## src/rtl/rt_fetch_ctrl.sv

```systemverilog
// -----------------------------------------------------------------------------
// rt_fetch_ctrl
//
// Purpose:
//   Sequencer between the ray tracer's start/end control and the
//   ray/triangle intersector. A start pulse makes it do the following:
//     - fetch one ray, a triangle count and then each triangle over a
//       16-bit Avalon-MM read master;
//     - pack pairs of half-words into 32-bit words;
//     - hand each triangle to the intersector over valid/ready;
//     - keep the closest positive hit.
//
// Scene record layout (byte addresses relative to base_addr):
//   0x00 : ray, 6 words (origin xyz, dir xyz), 12 half-words
//   0x18 : triangle count, 2 half-words (bits above IDX_W ignored)
//   0x1C : triangle i at 0x1C + 0x24*i, 9 words (v0, v1, v2), 18 half-words
//   The record is contiguous, so the read address only ever advances by 2.
//
// Ports:
//   clk, reset              system clock, asynchronous active-low reset
//   start_rt, base_addr     start pulse and scene address, sampled in IDLE
//   busy, end_rt            run in progress / one-cycle completion pulse
//   o_hit, o_t, o_tri_index closest hit result (o_t signed Q16.16)
//   avm_m0_*                16-bit Avalon-MM read master, one read in flight
//   ray_o, tri_o            packed ray (6 words) and triangle (9 words),
//                           word k at bits [32k+31:32k]
//   tri_valid, tri_ready    triangle handshake towards the intersector
//   isect_valid/hit/t       intersector result strobe
//   perf_stall              stall counter (only counts when enabled)
//
// Configuration:
//   RT_FETCH_PERF_EN  when defined, perf_stall counts these cycles:
//     - Avalon cycles with read && waitrequest;
//     - ISSUE cycles with tri_ready low.
//   The counter clears on an accepted start and saturates at all-ones.
//   When undefined, perf_stall is tied to zero.
// -----------------------------------------------------------------------------
module rt_fetch_ctrl #(
    parameter int          ADDR_W = 32,
    parameter int          IDX_W  = 16,
    parameter logic [31:0] T_INIT = 32'h7FFF_FFFF
) (
    input  logic              clk,
    input  logic              reset,
    input  logic              start_rt,
    input  logic [ADDR_W-1:0] base_addr,
    output logic              busy,
    output logic              end_rt,
    output logic              o_hit,
    output logic [31:0]       o_t,
    output logic [IDX_W-1:0]  o_tri_index,
    output logic              avm_m0_read,
    output logic [ADDR_W-1:0] avm_m0_address,
    output logic [1:0]        avm_m0_byteenable,
    input  logic              avm_m0_waitrequest,
    input  logic [15:0]       avm_m0_readdata,
    input  logic              avm_m0_readdatavalid,
    output logic [191:0]      ray_o,
    output logic [287:0]      tri_o,
    output logic              tri_valid,
    input  logic              tri_ready,
    input  logic              isect_valid,
    input  logic              isect_hit,
    input  logic [31:0]       isect_t,
    output logic [31:0]       perf_stall
);

    // Last beat index (beats - 1) of each fetch phase.
    localparam logic [4:0] RAY_LAST = 5'd11;
    localparam logic [4:0] CNT_LAST = 5'd1;
    localparam logic [4:0] TRI_LAST = 5'd17;

    typedef enum logic [2:0] {
        S_IDLE,
        S_RD_RAY,
        S_RD_CNT,
        S_RD_TRI,
        S_ISSUE,
        S_WAIT_ISECT,
        S_DONE
    } state_t;

    state_t             state_q;
    state_t             state_d;

    logic               rd_wait_q;  // read accepted, waiting for readdatavalid
    logic [4:0]         beat_q;     // beat index within the current phase
    logic [15:0]        cnt_lo_q;   // low half of the count word
    logic [IDX_W-1:0]   count_q;    // triangles in the scene
    logic [IDX_W-1:0]   tri_idx_q;  // triangle currently being processed

    logic               start_acc;
    logic               beat_done;
    logic               last_beat;
    logic [4:0]         last_idx;
    logic [IDX_W-1:0]   cnt_new;
    logic               last_tri;
    logic               better;
    logic               next_is_rd;
    logic               issue_rd;

    assign avm_m0_byteenable = 2'b11;

    // Start is only honoured in IDLE; a pulse while busy is dropped.
    assign start_acc = (state_q == S_IDLE) && start_rt;

    // rd_wait_q is cleared by reset, so a late readdatavalid from a read
    // that was in flight at reset never lands in the datapath.
    assign beat_done = rd_wait_q && avm_m0_readdatavalid;
    assign last_beat = beat_done && (beat_q == last_idx);

    // Full count formed on its second beat, so the zero test does not
    // need an extra cycle. Upper count bits beyond IDX_W are dropped here.
    assign cnt_new  = IDX_W'({avm_m0_readdata, cnt_lo_q});
    assign last_tri = (tri_idx_q == count_q - IDX_W'(1));

    // Strictly closer and strictly positive; an equal t keeps the earlier
    // triangle.
    assign better = isect_hit
                 && ($signed(isect_t) > 32'sd0)
                 && ($signed(isect_t) < $signed(o_t));

    always_comb begin
        last_idx = TRI_LAST;
        case (state_q)
            S_RD_RAY: last_idx = RAY_LAST;
            S_RD_CNT: last_idx = CNT_LAST;
            default:  last_idx = TRI_LAST;
        endcase
    end

    // ------------------------------------------------------------------
    // FSM: state register
    // ------------------------------------------------------------------
    always_ff @(posedge clk or negedge reset) begin
        if (!reset) begin
            state_q <= S_IDLE;
        end else begin
            // NOTE: non-blocking assignment for every register, so all
            // flops update together from pre-edge values.
            state_q <= state_d;
        end
    end

    // ------------------------------------------------------------------
    // FSM: next state and Moore outputs
    // ------------------------------------------------------------------
    always_comb begin
        // NOTE: every output of this block gets a default first, so no
        // path can leave one unassigned and infer a latch.
        state_d   = state_q;
        busy      = 1'b0;
        end_rt    = 1'b0;
        tri_valid = 1'b0;
        case (state_q)
            S_IDLE: begin
                if (start_rt) state_d = S_RD_RAY;
            end
            S_RD_RAY: begin
                busy = 1'b1;
                if (last_beat) state_d = S_RD_CNT;
            end
            S_RD_CNT: begin
                busy = 1'b1;
                if (last_beat) state_d = (cnt_new == '0) ? S_DONE : S_RD_TRI;
            end
            S_RD_TRI: begin
                busy = 1'b1;
                if (last_beat) state_d = S_ISSUE;
            end
            S_ISSUE: begin
                busy      = 1'b1;
                tri_valid = 1'b1;
                if (tri_ready) state_d = S_WAIT_ISECT;
            end
            S_WAIT_ISECT: begin
                busy = 1'b1;
                if (isect_valid) state_d = last_tri ? S_DONE : S_RD_TRI;
            end
            S_DONE: begin
                end_rt  = 1'b1;
                state_d = S_IDLE;
            end
            default: state_d = S_IDLE;
        endcase
    end

    // A new read request is raised in two cases:
    //   - when entering a fetch phase;
    //   - after a beat completes and the FSM stays in, or moves to,
    //     another fetch phase.
    assign next_is_rd = (state_d == S_RD_RAY) || (state_d == S_RD_CNT)
                     || (state_d == S_RD_TRI);
    assign issue_rd   = next_is_rd && (beat_done || (state_d != state_q));

    // ------------------------------------------------------------------
    // Read master, beat assembly and best-hit tracking
    // ------------------------------------------------------------------
    always_ff @(posedge clk or negedge reset) begin
        if (!reset) begin
            // NOTE: the ray/triangle buffers are plain registers driving
            // output ports, so they are reset along with everything else
            // and read as zero out of reset.
            avm_m0_read    <= 1'b0;
            avm_m0_address <= '0;
            rd_wait_q      <= 1'b0;
            beat_q         <= '0;
            cnt_lo_q       <= '0;
            count_q        <= '0;
            tri_idx_q      <= '0;
            ray_o          <= '0;
            tri_o          <= '0;
            o_hit          <= 1'b0;
            o_t            <= T_INIT;
            o_tri_index    <= '0;
        end else begin
            // Request held until the slave stops stalling, then dropped
            // while the single outstanding read completes.
            if (avm_m0_read && !avm_m0_waitrequest) begin
                avm_m0_read <= 1'b0;
                rd_wait_q   <= 1'b1;
            end

            if (beat_done) begin
                rd_wait_q      <= 1'b0;
                avm_m0_address <= avm_m0_address + ADDR_W'(2);
                beat_q         <= last_beat ? 5'd0 : beat_q + 5'd1;
                // Beats shift in from the top: after the last beat the first
                // half-word sits in [15:0], so even beats fill word low
                // halves and odd beats the high halves.
                case (state_q)
                    S_RD_RAY: ray_o <= {avm_m0_readdata, ray_o[191:16]};
                    S_RD_CNT: begin
                        if (beat_q == 5'd0) cnt_lo_q <= avm_m0_readdata;
                        else                count_q  <= cnt_new;
                    end
                    S_RD_TRI: tri_o <= {avm_m0_readdata, tri_o[287:16]};
                    default: ;
                endcase
            end

            if (issue_rd) avm_m0_read <= 1'b1;

            if (state_q == S_WAIT_ISECT && isect_valid) begin
                if (better) begin
                    o_hit       <= 1'b1;
                    o_t         <= isect_t;
                    o_tri_index <= tri_idx_q;
                end
                if (!last_tri) tri_idx_q <= tri_idx_q + IDX_W'(1);
            end

            if (start_acc) begin
                avm_m0_address <= base_addr;
                rd_wait_q      <= 1'b0;
                beat_q         <= '0;
                tri_idx_q      <= '0;
                o_hit          <= 1'b0;
                o_t            <= T_INIT;
                o_tri_index    <= '0;
            end
        end
    end

    // ------------------------------------------------------------------
    // Optional stall counter
    // ------------------------------------------------------------------
`ifdef RT_FETCH_PERF_EN
    logic [31:0] perf_q;
    logic        stall_ev;

    assign stall_ev = (avm_m0_read && avm_m0_waitrequest)
                   || (state_q == S_ISSUE && !tri_ready);

    always_ff @(posedge clk or negedge reset) begin
        if (!reset) begin
            perf_q <= '0;
        end else if (start_acc) begin
            perf_q <= '0;
        end else if (stall_ev && (perf_q != '1)) begin
            perf_q <= perf_q + 32'd1;
        end
    end

    assign perf_stall = perf_q;
`else
    assign perf_stall = '0;
`endif

endmodule

```

## config.mk

```make
export PLATFORM = sky130hd
export DESIGN_NAME = rt_fetch_ctrl
export DESIGN_NICKNAME = d
export VERILOG_FILES = /design/src/rtl/rt_fetch_ctrl.sv
export SDC_FILE = /design/constraint.sdc
export NUM_CORES = 1
export LEC_CHECK = 0
export BUFFER_PORTS_ARGS = -buffer_cell sky130_fd_sc_hd__buf_2
export CAP_MARGIN = 40
export CORE_AREA = 2 2 266 268
export DETAILED_ROUTE_END_ITERATION = 16
export DIE_AREA = 0 0 268 270
export SLEW_MARGIN = 30
export SYNTH_ARGS = -nofsm -noshare
export SYNTH_HDL_FRONTEND = slang
export SYNTH_SLANG_ARGS = --single-unit
```

## constraint.sdc

```tcl
create_clock -name clk -period 4 [get_ports clk]
set_input_delay 0.2 -clock clk [delete_from_list [all_inputs] [get_ports clk]]
set_output_delay 0.2 -clock clk [all_outputs]
set_load 0.01 [all_outputs]
```

Yosys cells after proc, flatten, opt, wreduce, memory -nomap -nowiden
Cells that the tools add are included.

Flip-flop bits (word level): 619. Output and inout port bits: 599.

$add $sub $neg: 4. $lt $le $gt $ge: 2. Equal/unequal tests: 13. Multiplexer cells: 35. Bitwise logic cells: 1. Reductions and logical operators: 27.

Operators by type and width (count): $mux 32 (5); $mux 16 (6); $add 32x2->32 const B (1); $gt 32x1->1 const B (1); $lt 32x32->1 (1); $mux 3 (8); $pmux 3 s6 (1); $add 16x1->16 const B (1); $eq 16x16->1 (1); $logic_not 16->1 (1); $sub 16x1->16 const B (1); $mux 5 (3); $eq 3x2->1 const B (4); $mux 1 (11); $pmux 5 s2 (1); $eq 3x3->1 const B (3); $logic_and 1x1->1 (8); $reduce_and 2->1 (4); $reduce_bool 2->1 (4); $eq 3x1->1 const B (2); $reduce_and 3->1 (2); $add 5x1->5 const B (1); $eq 5x5->1 (1); $logic_not 5->1 (1); 8 further kinds (10).

Depth between registers and ports, before layout
Depth after elaboration: 11. Gate-level depth with buffers: 12. Mapped depth without buffers: 10.

Worst setup path before layout
OpenSTA, ideal clock, no wires.

Path type: register to register. Start point: register o_t[25]. End point: register o_t[0]. Library setup time: 75 ps. Data arrival time: 3027 ps. Slack: 898 ps. Cell stages (with the launch flop): 12. Clock period less this slack: 3102 ps. Cells stage by stage: dfstp_2 -> inv_1 -> ha_1 -> a21o_1 -> a21o_1 -> a21oi_1 -> o221ai_1 -> or3b_2 -> mux2i_1 -> clkbuf_1 -> buf_2 -> mux2i_1.

Word-level cells in the longest chain between the ends: 4.

RTL lines: start, declared (line 50) `output logic [31:0] o_t,`; start signal, assigned (line 247) `o_t <= isect_t;`; $lt 32x32->1 (line 121) `&& ($signed(isect_t) < $signed(o_t));`; $logic_and 1x1->1 (line 121); $reduce_bool 2->1 (no source line); $reduce_and 2->1 (no source line).

No other way between the ends. A chain may end at the register's enable or synchronous reset.

Final worst setup path
Start point: register count_q[0]. End point: register tri_idx_q[5].

Word-level cells in the longest chain between the ends: 4.

RTL lines: start, declared (line 89) `logic [IDX_W-1:0] count_q;`; start signal, assigned (line 235) `else count_q <= cnt_new;`; $sub 16x1->16 (line 115) `assign last_tri = (tri_idx_q == count_q - IDX_W'(1));`; $eq 16x16->1 (line 115); $ne 2x2->1 (no source line); $reduce_and 2->1 (no source line); end signal, assigned (line 250) `if (!last_tri) tri_idx_q <= tri_idx_q + IDX_W'(1);`; end, declared (line 90) `logic [IDX_W-1:0] tri_idx_q;`.

No other way between the ends.

==> flow_summary.toml <==
[run_status]
status = "completed"

[yosys]
synth-edff-count = 0
syn_area_mm2 = 0.0259
synth-simple-area-share = 0.0573
synth_compound_area_frac = 0.0322
synth_xor_xnor_area_share = 0.0206
synth_top_family_by_area = "multiplexers"
yosys-top-cells-area = "dfrtp_1, mux2_2, dfstp_2"
ys_warn_count = 0
yosysSeqAreaShare = 0.599
muxShareOfSynthArea = 0.241
yosys.area.top_type = "dfrtp_1"
synth_top_area_share = 0.567
synth_flop_cell = "dfrtp_1"
postSynthAreaPerCell_um2 = 13.9
syn_inst = 1868
ys_async_sr_fraction = 1.00
synth-seq-cells = 619
synthAdderAreaFrac = 0.0179
ys_types = 71

[final_layout]
num-nets-final = 2740
instances_no_fill = 3616
mostFrequentLayoutCells = "buf_2, dfrtp_1, mux2_2"
final_common_cell = "buf_2"
fill_cells = 6184
drive_above_1_share = 0.516
area_growth_syn_to_layout_pct = 30.3

[pwr]
peakVddDrop_uv = 395
powerDensity_mw_per_mm2 = 603
p_leak_nw = 17.9

[global_routing]
grt_pass1_vias = 17900
grt_usage = 0.203
antenna_found_initial = 4
grt_max_degree = 176
grt.overflow.total = 0
grt_pass1_wl_mm = 113

[timing]
setup_violations = 0
timing.final.crit_share = 0.828
tns_ns = 0
worst_slew_pin_slew_ns = 0.742
rsz0062_at_grt = "false"
skew_ns = 0.0353
timing.fmax_mhz = 302
setup_ws_ns = 0.690
min_period_ns = 3.31
slew_headroom = 0.505
hold_violations = 0
report.final.slew_viol_count = 0

[critical_path]
path_common_cell = "o311ai_0"
required_ns = 4.45
startpoint = "count_q[0]"
endpoint_kind = "flop"
arrival_ns = 3.76
startpoint_type = "flop"
r2r-start = "count_q[0]"
critPathMaxFanout = 14
critPathKind = "flop to flop"
worstRegToRegCells = 10
crit_slowest_cell = "or3b_1"
critical-path-max-stage-delay_ns = 0.57
crit_path_cell_trace = "inv_1 > ha_1 > or3b_1 > o311ai_0 > o311ai_0 > nor4_4 > o2111ai_4 > nor2_2 > or4_1 > a21oi_1"

[place]
io_buffers = 652
place_ws_ns = 0.740
hpwl_mm = 55.4
placed_cells = 3398
gp_congestion = 0.887

[clock_network]
clk_latency_ns = 0.62
htree_num_levels = 3
cts.sinks = 619
numCtsBuffers = 71
cts.repair.resized = 0
clk_pin_slew_worst_paths_ns = 0.06
cts_tree = "yes"
cts_buffer_depth = 3
root_buffer = "clkbuf_16"

[die]
die_w_um = 268
fp.dieArea_mm2 = 0.0724
die_y_um = 270
initial_core_util = 0.373
ioPinCount = 687
core-area_mm2 = 0.0695
rows = 97

[detailed_routing]
drt-initial-drc-count = 812
drt_wl_total_mm = 74.5
antenna_left = 0
wire_per_inst_um = 20.6
dr_total_vias = 17700
detail_route.vias_per_cell = 4.90
drcViolationCount = 0
drtPass1Iterations = 5

[hold_path]
hold_depth = 4
min-delay-start = "avm_m0_readdatavalid"
hold_class = "input pin to flop"

[job]
maxCapViolCount = 0
==> synth_stat cells, drive strengths merged (17+ instances only) <==
master,number
inv,61
clkbuf,77
xnor2,23
nor4,22
mux2i,20
nand4,17
buf,42
o21ai,46
dfrtp,588
a21oi,26
mux2,538
nor2,37
xor2,38
dfstp,31
nand2,119
ha,37
nand3,22
==> state kept, by name, indices dropped and copies added, names as in the netlist <==
name,cells
avm_m0_address,32
cnt_lo_q,16
o_tri_index,16
tri_idx_q,16
beat_q,5
ray_o,192
o_t,32
state_q,3
avm_m0_read,1
tri_o,288
o_hit,1
count_q,16
rd_wait_q,1
==> critical path, delay by kind of cell, from the launching register on <==
kind / cells / cell delay, ns
AO/OA/AOI/OAI: 4 / 0.99
adder cells (fa/ha/maj): 1 / 0.18
buffers and inverters: 1 / 0.09
flip-flops: 1 / 0.43
AND/OR/NAND/NOR: 4 / 1.47
==> logic make-up (layout without fill, tap and decap cells) <==
family / Yosys count / count (layout)
xor+xnor: 61 / 61
buf+inv: 180 / 952
compound gates: 123 / 123
other cells: 2 / 38
simple gates: 288 / 288
fa+ha+maj: 37 / 37
mux: 558 / 558
flops: 619 / 619
==> power by group <==
part	switching (mW)	internal, mW	total (mW)
registers	1.20	7.47	8.67
logic	2.38	2.32	4.70
clock network	2.75	4.25	7.00
==> final cells by class <==
| class | instances | area (um^2) | share of cell area |
|---|---|---|---|
| repair buffers | 761 | 4500 | 0.133 |
| well taps | 940 | 1180 | 0.0348 |
| clock buffers | 99 | 2010 | 0.0596 |
| flip-flops and latches | 619 | 15500 | 0.460 |
| diodes | 4 | 10.0 | 0.000296 |
| clock inverters | 31 | 569 | 0.0169 |
| inverters | 61 | 229 | 0.00678 |
| multi-input cells | 1101 | 9750 | 0.289 |
==> path summary, 6_finish.rpt <==
| kind | end | slack (ns) |
|---|---|---|
| setup / recovery | tri_idx_q[5] | 0.69 |
| min in group asynchronous | tri_o[221] | 0.12 |
| max in group asynchronous | tri_o[225] | 2.61 |
| setup reg to reg | tri_idx_q[5] | 0.69 |
| hold reg to reg | avm_m0_address[0] | 0.49 |
| hold / removal | beat_q[1] | 0.11 |
==> stage by stage <==
stage                util  area, um^2  hold slack (ns)  power, mW
floorplan               -       26000          -0.0956       11.0
global placement    0.436       30300            0.334       13.3
finish              0.486       33800            0.113       20.4
detailed placement  0.436       30300            0.348       13.5
CTS                 0.485       33700           0.0641       20.6
global route        0.486       33800            0.115       21.4
==> routing by layer <==
layer,routed length (um),track usage,vias to the layer above
met1,30400,0.254,9028
met2,37000,0.339,502
li1,-,-,8056
met5,0,0,-
met4,2920,0.0853,0
met3,4210,0.0439,145
==> repair_timing <==
| action | 4_1_cts | 5_1_grt |
|---|---|---|
| hold buffers | 82 | 0 |
| buffers inserted | 0 | 0 |
| endpoints found under the setup margin | 0 | 0 |
| endpoints found under the hold margin | 206 | 0 |
Power figures use the tool's default switching activity.
